File: src/rtl/bcd_counter_dual_display.sv
`default_nettype none
// ============================================================================
// Module      : bcd_counter_dual_display
// Description : Two-digit BCD up/down counter with a run/pause/wait FSM, a
//               programmable prescaler that sets the count step rate, and
//               registered active-low 7-segment decodes for both digits.
// Revision    : 1.0 - initial release
// ----------------------------------------------------------------------------
// Parameters
//   TICK_DIV  clock cycles per count step (2 .. 2**25)
// Ports
//   clk       system clock, rising-edge active
//   rst       synchronous active-high reset
//   start     level run-enable (from the power-on delay block)
//   pause     level, freezes counting while high
//   up        count direction: 1 = increment, 0 = decrement
//   bcd_ones  registered ones digit, 0-9
//   bcd_tens  registered tens digit, 0-9
//   seg_ones  active-low {g,f,e,d,c,b,a} for the ones digit (one cycle late)
//   seg_tens  active-low {g,f,e,d,c,b,a} for the tens digit (one cycle late)
//   tick      one-cycle pulse marking each count step
//   running   high while the FSM is in RUN
// ============================================================================
module bcd_counter_dual_display #(
    parameter int TICK_DIV = 25_000_000
) (
    input  logic       clk,
    input  logic       rst,
    input  logic       start,
    input  logic       pause,
    input  logic       up,
    output logic [3:0] bcd_ones,
    output logic [3:0] bcd_tens,
    output logic [6:0] seg_ones,
    output logic [6:0] seg_tens,
    output logic       tick,
    output logic       running
);

    // ------------------------------------------------------------------------
    // Constants
    // ------------------------------------------------------------------------
    localparam int            PRESC_W   = $clog2(TICK_DIV);
    localparam logic [PRESC_W-1:0] PRESC_MAX = PRESC_W'(TICK_DIV - 1);
    localparam logic [PRESC_W-1:0] PRESC_ONE = PRESC_W'(1);

    localparam logic [3:0] DIGIT_MAX = 4'd9;
    localparam logic [6:0] SEG_ZERO  = 7'b1000000;

    // ------------------------------------------------------------------------
    // FSM encoding
    // ------------------------------------------------------------------------
    typedef enum logic [1:0] {
        WAIT_EN = 2'd0,
        RUN     = 2'd1,
        PAUSED  = 2'd2
    } state_t;

    state_t state;
    state_t state_nxt;

    logic [PRESC_W-1:0] prescaler;
    logic               step_now;
    logic [3:0]         ones_nxt;
    logic [3:0]         tens_nxt;

    // ------------------------------------------------------------------------
    // Active-low 7-segment decode, bit order {g,f,e,d,c,b,a}.
    // Non-BCD inputs blank the display; they cannot occur in normal operation.
    // ------------------------------------------------------------------------
    function automatic logic [6:0] seg_decode(input logic [3:0] digit);
        logic [6:0] seg;
        case (digit)
            4'd0:    seg = 7'b1000000;
            4'd1:    seg = 7'b1111001;
            4'd2:    seg = 7'b0100100;
            4'd3:    seg = 7'b0110000;
            4'd4:    seg = 7'b0011001;
            4'd5:    seg = 7'b0010010;
            4'd6:    seg = 7'b0000010;
            4'd7:    seg = 7'b1111000;
            4'd8:    seg = 7'b0000000;
            4'd9:    seg = 7'b0010000;
            default: seg = 7'b1111111;
        endcase
        return seg;
    endfunction

    // ------------------------------------------------------------------------
    // FSM state register
    // ------------------------------------------------------------------------
    always_ff @(posedge clk) begin
        if (rst) begin
            state <= WAIT_EN;
        end else begin
            state <= state_nxt;
        end
    end

    // ------------------------------------------------------------------------
    // FSM next-state logic. Losing start always wins over pause.
    // ------------------------------------------------------------------------
    always_comb begin
        state_nxt = state;
        case (state)
            WAIT_EN: begin
                if (start) begin
                    state_nxt = RUN;
                end
            end
            RUN: begin
                if (!start) begin
                    state_nxt = WAIT_EN;
                end else if (pause) begin
                    state_nxt = PAUSED;
                end
            end
            PAUSED: begin
                if (!start) begin
                    state_nxt = WAIT_EN;
                end else if (!pause) begin
                    state_nxt = RUN;
                end
            end
            default: begin
                state_nxt = WAIT_EN;
            end
        endcase
    end

    // A count step happens on the edge where the prescaler sits at its
    // terminal value while in RUN. This depends only on the current state,
    // so a pause (or start drop) sampled on that same edge does not cancel
    // the step; the FSM leaves RUN after it.
    assign step_now = (state == RUN) && (prescaler == PRESC_MAX);

    // ------------------------------------------------------------------------
    // Prescaler: counts in RUN, holds in PAUSED, cleared in WAIT_EN so that a
    // restart always gives a full period before the first step.
    // ------------------------------------------------------------------------
    always_ff @(posedge clk) begin
        if (rst) begin
            prescaler <= '0;
        end else begin
            case (state)
                RUN: begin
                    if (prescaler == PRESC_MAX) begin
                        prescaler <= '0;
                    end else begin
                        prescaler <= prescaler + PRESC_ONE;
                    end
                end
                PAUSED:  prescaler <= prescaler;
                default: prescaler <= '0;
            endcase
        end
    end

    // ------------------------------------------------------------------------
    // BCD next-value logic. Comparisons use >= 9 so that a corrupted digit
    // still recovers into the legal 0-9 range on the next step.
    // ------------------------------------------------------------------------
    always_comb begin
        ones_nxt = bcd_ones;
        tens_nxt = bcd_tens;
        if (up) begin
            if (bcd_ones >= DIGIT_MAX) begin
                ones_nxt = 4'd0;
                tens_nxt = (bcd_tens >= DIGIT_MAX) ? 4'd0 : bcd_tens + 4'd1;
            end else begin
                ones_nxt = bcd_ones + 4'd1;
            end
        end else begin
            if (bcd_ones == 4'd0 || bcd_ones > DIGIT_MAX) begin
                ones_nxt = DIGIT_MAX;
                tens_nxt = (bcd_tens == 4'd0 || bcd_tens > DIGIT_MAX) ?
                           DIGIT_MAX : bcd_tens - 4'd1;
            end else begin
                ones_nxt = bcd_ones - 4'd1;
            end
        end
    end

    // ------------------------------------------------------------------------
    // Digits, tick and running. Digits only move on a step, so they are held
    // across PAUSED and WAIT_EN and a restart resumes from the held value.
    // running follows the next state so it lines up with the state register.
    // ------------------------------------------------------------------------
    always_ff @(posedge clk) begin
        if (rst) begin
            bcd_ones <= 4'd0;
            bcd_tens <= 4'd0;
            tick     <= 1'b0;
            running  <= 1'b0;
        end else begin
            tick    <= step_now;
            running <= (state_nxt == RUN);
            if (step_now) begin
                bcd_ones <= ones_nxt;
                bcd_tens <= tens_nxt;
            end
        end
    end

    // ------------------------------------------------------------------------
    // Segment outputs: registered decode of the digit registers, so they lag
    // the BCD outputs by one cycle.
    // ------------------------------------------------------------------------
    always_ff @(posedge clk) begin
        if (rst) begin
            seg_ones <= SEG_ZERO;
            seg_tens <= SEG_ZERO;
        end else begin
            seg_ones <= seg_decode(bcd_ones);
            seg_tens <= seg_decode(bcd_tens);
        end
    end

endmodule
`default_nettype wire

File: config.mk
export PLATFORM = sky130hd
export DESIGN_NAME = bcd_counter_dual_display
export DESIGN_NICKNAME = d
export VERILOG_FILES = /design/src/rtl/bcd_counter_dual_display.sv
export SDC_FILE = /design/constraint.sdc
export NUM_CORES = 1
export LEC_CHECK = 0
export ABC_AREA = 1
export CAP_MARGIN = 15
export CORE_ASPECT_RATIO = 1.75
export CORE_MARGIN = 10
export CORE_UTILIZATION = 65
export CTS_CLUSTER_DIAMETER = 40
export CTS_CLUSTER_SIZE = 25
export DETAILED_ROUTE_END_ITERATION = 8
export DONT_BUFFER_PORTS = 1
export PLACE_DENSITY = 0.78
export SLEW_MARGIN = 10
export SYNTH_ARGS = -nofsm -noshare
export SYNTH_HDL_FRONTEND = slang
export SYNTH_SLANG_ARGS = --single-unit
File: constraint.sdc
create_clock -name clk -period 4.35 [get_ports clk]
set_input_delay 0.2175 -clock clk [delete_from_list [all_inputs] [get_ports clk]]
set_output_delay 0.2175 -clock clk [all_outputs]
set_load 0.02 [all_outputs]
# Word-level counts from Yosys, hierarchy flattened
# Memories as Yosys holds them, arrays and structs flattened. A register that Yosys moved wholly into a read port is not among the register bits.
# Index checks and enable logic that the tools add are counted.
# classes
n_addsub	5
order_cmp	4
n_eq_ne	5
mux	16
reduce_logical	8
# op_table
op	count
$pmux 25 s2	1
$mux 4	8
$add 25x1->25 const B	1
$eq 25x25->1 const B	1
$mux 25	1
$mux 2	5
$add 4x1->4 const B	2
$ge 4x4->1 const B	2
$gt 4x4->1 const B	2
$logic_not 4->1	2
$sub 4x1->4 const B	2
$pmux 2 s3	1
$eq 2x1->1 const B	2
$reduce_and 3->1	1
$eq 2x2->1 const B	1
$logic_not 2->1	1
$logic_or 1x1->1	2
$ne 2x1->1 const B	1
$reduce_bool 2->1	1
$logic_and 1x1->1	1
# word_totals
ff_bits	37
mem_bits_ro	224
in_bits	5
output_inout_bits	24
elab_cells	46
n_memories	2
# mem_list
name	depth	width	read_ports	rd_ports_with_merged_regs	write_ports	line_no	source
(name not given)	16	7	1	1	0	73	case (digit)
(name not given)	16	7	1	1	0	73	

# Longest topological paths before layout
# Gate-level depths: netlist of run 1.
# logic_depth
depth_word	5
mapped_depth	11
ltp_nobuf	11

# Worst setup path before layout of run 1
# OpenSTA, ideal clock, no wires.
# synth_path
kind	register -> register
start	register bcd_ones[0]
end	register bcd_tens[1]
arrival_time_ns	1.610
required_ns	4.237
slack_ns	2.626
stages_incl_launch_ff	11
path_buffers	0
period_less_slack_ns	1.724
cell_sequence	dfxtp_1 -> inv_1 -> ha_1 -> nand2_1 -> nand3_1 -> nand3_1 -> nand2_1 -> nor2_8 -> nand2_1 -> nand2_1 -> nor2_1
# synth_via
elab_chain_len	4
# synth_rtl
item	line_no	source
from (decl)	32	output logic [3:0] bcd_ones,
from (signal assigned)	199	bcd_ones <= ones_nxt;
$gt 4x4->1 or $logic_not 4->1 (tied branches)	174	if (bcd_ones == 4'd0 || bcd_ones > DIGIT_MAX) begin
$logic_or 1x1->1	174	
$reduce_bool 2->1 (no line)	-	
$reduce_and 3->1 (no line) *	-	
to (signal assigned)	200	bcd_tens <= tens_nxt;
to (decl)	33	output logic [3:0] bcd_tens,
# Mark *: on every way between the ends. The rest lies on a longest branch, timed or not.
# A chain may end at the register's enable or synchronous reset.

# Final worst setup path of run 1
# layout_path
start	register bcd_ones[0]
end	register bcd_tens[3]
# The elaborated chain is that of the path after synthesis.

==> run metrics, run 1 <==
Starting Density 0.665; FP Rows 33; ratio of final minimum period to clock period 0.459; I/O Pins 29; # fillers 434; ys flop type dfxtp_1; number of max-cap violations 0; GRT Residual Overflow 0; die width 72.0 um; Detailed Route Iter0 Violations 161; CP Launch Point bcd_ones[0]; Mapped Area 0.00308 sq mm; Final Net Count 478; max-slew violations 0; Final Util 0.694; TritonRoute pass-1 iters 4; maximum clock rate 501 MHz; Hold WC Path Type input pin to register; WS Path Type register to register; Die H 111 um; status complete, no violations; total track usage 0.176; Die ar. 0.00799 sq mm; Vias/cell 5.56; vias in the first global route 2,683; routability cong. 0.976; initial antenna violation count 0; yosys warns 0; post-DP HPWL 5300 um; Worst Skew 0.00618 ns; # port buffers 0; FF+latch count, synth 51; Final Instance Area 0.00321 sq mm; Final setup viols 0; Worst EP arrival 2.20 ns; Reg area 0.00102 sq mm; hold_ws 0.0588 ns; EDFF count, synth 0; min Tclk post-route 2.00 ns; multi-input logic area 0.00178 sq mm; worst rel slew slack 0.508; mean post-synth cell area 6.64 sq um; most numerous cell in the Yosys netlist nand2_1; Yosys top cell area share 0.332; Crit Path Max Fanout 9; setup_tns 0 ns; Post-synth top cells nand2_1 (130), dfxtp_1 (51), nor2_1 (50); top cells by area, synth dfxtp_1 (33%), nand2_1 (16%), nand3_1 (6.5%); clk buf depth 2; worst setup margin 2.35 ns; Tot Pwr 0.800 mW; Post-CTS Resized 0; first-pass GRT wire length 11,800 um; Final Hold Vio Count 0; Clk pin slew, worst setup/hold paths 0.09 ns; Clk Tree Root Cell clkbuf_8; placed cells 504; # DRC 0; Final ANT Viol Nets 0; Routed WL 7070 um; total CTS buffers 5; P&R area growth vs syn 4.31%; Syn Nets 481; TritonCTS clock tree yes; layout cells sized above 1 0.0998; Worst setup SP type register; Vias 2,853; Gate Count Post-Synth 463; WP data required 4.55 ns; worst slew pin tran 0.735 ns; WL/cell 13.8 um; pre-CTS WS 2.36 ns; Synth area leader dfxtp_1; hold path start rst; core area 0.00462 sq mm; reg2reg setup slack 2.35 ns; H-tree levels 2; largest net degree at the start of global routing 31; reg2reg start bcd_ones[0]; Placed Area 0.00308 sq mm; Crit. End Element register; final std cells w/o fill 513; ant diodes 0; Clock Latency Late Sink 0.30 ns; Clock Sinks 51; worst vdd rail ir drop 0.202 mV; synth unique cells 34; post-synthesis sequential area ratio 0.332; Power Density 249 mW/mm^2; asr flop ratio synth 0; RSZ-0062 raised after global routing false; Pleak 1.28 nW
==> repair_timing <==
action | CTS | global route
hold endpoints to repair | 30 | 0
buffers inserted | 0 | 0
hold buffers | 1 | 0
==> layout by cell type (no fill, tap or decap), types with 6 or more instances in the layout <==
cell,n
nand4_1,6
dfxtp_1,51
nand2_1,130
nand2_2,6
xor2_1,6
o21ai_0,22
nand3_1,40
clkbuf_8,7
nor2_2,6
o211ai_1,6
inv_1,44
a21oi_1,38
nor2_4,7
ha_1,13
nor2_1,50
==> area by class of cell <==
class                           count  area share
Clock buffer                        7      0.0300
Timing Repair Buffer                2     0.00858
Sequential cell                    51       0.318
Inverter                           53      0.0644
Tap cell                           52      0.0203
Multi-Input combinational cell    347       0.556
Clock inverter                      1     0.00234
==> power by group <==
part	total, mW	switching [mW]	internal [mW]
clock	0.298	0.153	0.145
sequential	0.471	0.00229	0.469
combinational	0.0309	0.0223	0.00863
==> cells by family (layout without fill, tap and decap cells) <==
group | count (synthesis) | after routing | share of synthesized area
flops | 51 | 51 | 0.332
buf+inv | 65 | 63 | 0.0879
xor+xnor | 8 | 8 | 0.0228
compound gates | 70 | 70 | 0.121
simple gates | 256 | 256 | 0.384
fa+ha+maj | 13 | 13 | 0.0529
==> per-layer routing <==
| metal | vias up | GRT usage | routed length (um) |
|---|---|---|---|
| li1 | 1477 | - | - |
| met1 | 1292 | 0.167 | 2560 |
| met2 | 60 | 0.329 | 3980 |
| met3 | 24 | 0.0349 | 258 |
| met4 | 0 | 0.102 | 277 |
| met5 | - | 0 | 0 |
==> registers in the layout, indices dropped and copies added (netlist names) <==
| signal | cells |
|---|---|
| prescaler | 25 |
| seg_ones | 7 |
| seg_tens | 7 |
| bcd_ones | 4 |
| bcd_tens | 4 |
| state | 2 |
| running | 1 |
| tick | 1 |
==> worst paths after layout <==
check / to / cells past startpoint
worst max register to register: bcd_tens[3] / 10
worst min register to register: prescaler[1] / 2
worst max-delay path: bcd_tens[3] / 10
worst min-delay path: prescaler[0] / 2
==> critical path, stage by stage, from the launching register on <==
cell and delay (ns):
dfxtp_1 0.61, inv_1 0.17, ha_1 0.26, nand2_1 0.11, nand3_1 0.11, nand3_1 0.14
nand2_1 0.14, nor2_8 0.18, nand2_1 0.07, nand2_1 0.05, nor2_1 0.05
(Power assumes the default switching activity.)
==> run 2: changes to the inputs <==
CORE_UTILIZATION = 57   (was 65)
PLACE_DENSITY = 0.72   (was 0.78)
clock period = 1.8 ns   (was 4.35 ns; I/O delays follow)
==> run metrics, run 2 (synthesis gave the netlist of run 1 again) <==
first-pass GRT wire length 12,800 um; total track usage 0.185; TritonRoute pass-1 iters 5; final std cells w/o fill 529; WS Path Type register to register; WP data required 2.04 ns; largest reg by FF count prescaler; Reg area 0.00102 sq mm; Clk pin slew, worst setup/hold paths 0.10 ns; multi-input logic area 0.00178 sq mm; Die H 117 um; max layer used met4; Hold WC Path Type input pin to register; Worst Skew 0.0105 ns; Crit. End Element register; die width 75.5 um; post-DP HPWL 5830 um; met3 WL post-DR 252 um; min Tclk post-route 1.67 ns; ratio of final minimum period to clock period 0.927; vias in the first global route 2,863; # fillers 510; setup_tns 0 ns; FP Rows 35; Final Util 0.637; worst setup margin 0.131 ns; Final Instance Area 0.00335 sq mm; max-slew violations 0; worst vdd rail ir drop 0.484 mV; routed wl met2 4220 um; layout cells sized above 1 0.120; status complete, no violations; Final ANT Viol Nets 0; most frequent cells in the layout nand2_1 (130), dfxtp_1 (51), nor2_1 (50); I/O Pins 29; WL/cell 14.3 um; Vias/cell 5.46; Pleak 1.36 nW; pre-CTS WS 0.156 ns; worst slew pin tran 0.498 ns; initial antenna violation count 0; Worst setup SP type register; worst rel slew slack 0.666; Power Density 651 mW/mm^2; hold_ws 0.0379 ns; Final Net Count 491; RSZ-0062 raised after global routing false; ant diodes 0; Die ar. 0.00885 sq mm; Starting Density 0.585; commonest non-fill, non-tap cell in the layout nand2_1; Clock Sinks 51; TritonCTS clock tree yes; P&R area growth vs syn 8.83%; clk buf depth 2; Final Hold Vio Count 0; # DRC 0; largest net degree at the start of global routing 32; Clock Latency Late Sink 0.30 ns; Routed WL 7540 um; Placed Area 0.00317 sq mm; Clk Tree Root Cell clkbuf_8; met1 WL 2720 um; core area 0.00526 sq mm; Detailed Route Iter0 Violations 216; GRT Residual Overflow 0; Crit Path Max Fanout 18; # port buffers 0; Vias 2,889; number of max-cap violations 0; Worst EP arrival 1.91 ns; maximum clock rate 599 MHz; total CTS buffers 5; Tot Pwr 2.18 mW; placed cells 518; Largest register FFs 25; H-tree levels 2; routability cong. 0.911; Final setup viols 0; Largest regs prescaler x25, seg_ones x7, seg_tens x7
run 2: cell types whose count changed in the layout (fill, tap and decap cells not counted):
| cell | change |
|---|---|
| buf_4 | +11 |
| dlygate4sd3_1 | +2 |
| clkbuf_8 | -2 |
| bufinv_16 | +2 |
run 2: worst paths after layout:
path	cells past startpoint	slack (ns)	end	start
max	8	0.13	prescaler[21]	prescaler[0]
min	3	0.04	bcd_ones[0]	up
max reg2reg	8	0.13	prescaler[21]	prescaler[0]
min reg2reg	2	0.51	prescaler[7]	prescaler[7]
run 2: report_power, final:
group / internal (mW) / total, mW / switching, mW
logic: 0.0262 / 0.0825 / 0.0563
clock network: 0.555 / 0.957 / 0.402
registers: 1.13 / 1.14 / 0.00560
total: 1.71 / 2.18 / 0.464
run 2: worst max-delay path: stages, from the launching register on:
cell	delay, ns
dfxtp_1	0.35
ha_1	0.26
nand3_4	0.14
nor2_4	0.04
nand3_1	0.08
nor2_2	0.05
nor2_4	0.36
o21ai_0	0.17
a21oi_1	0.15
run 2: area by class of cell:
cell class,instances,share of cell area
clock inverter,3,0.0202
clock buffer,5,0.0206
inverter,53,0.0617
tap,55,0.0206
multi-input combinational,347,0.533
sequential,51,0.305
timing repair buffer,15,0.0389
run 2: repair_timing:
| item | in CTS | in global routing |
|---|---|---|
| resized for setup | 0 | 0 |
| hold buffers | 3 | 0 |
| setup buffers | 0 | 0 |
| hold endpoints to repair | 33 | 0 |
run 2: metal layers:
layer	global-route usage	vias to the layer above
met3	0.0338	24
met4	0.115	0
met2	0.350	65
li1	-	1493
met5	0	-
met1	0.171	1307
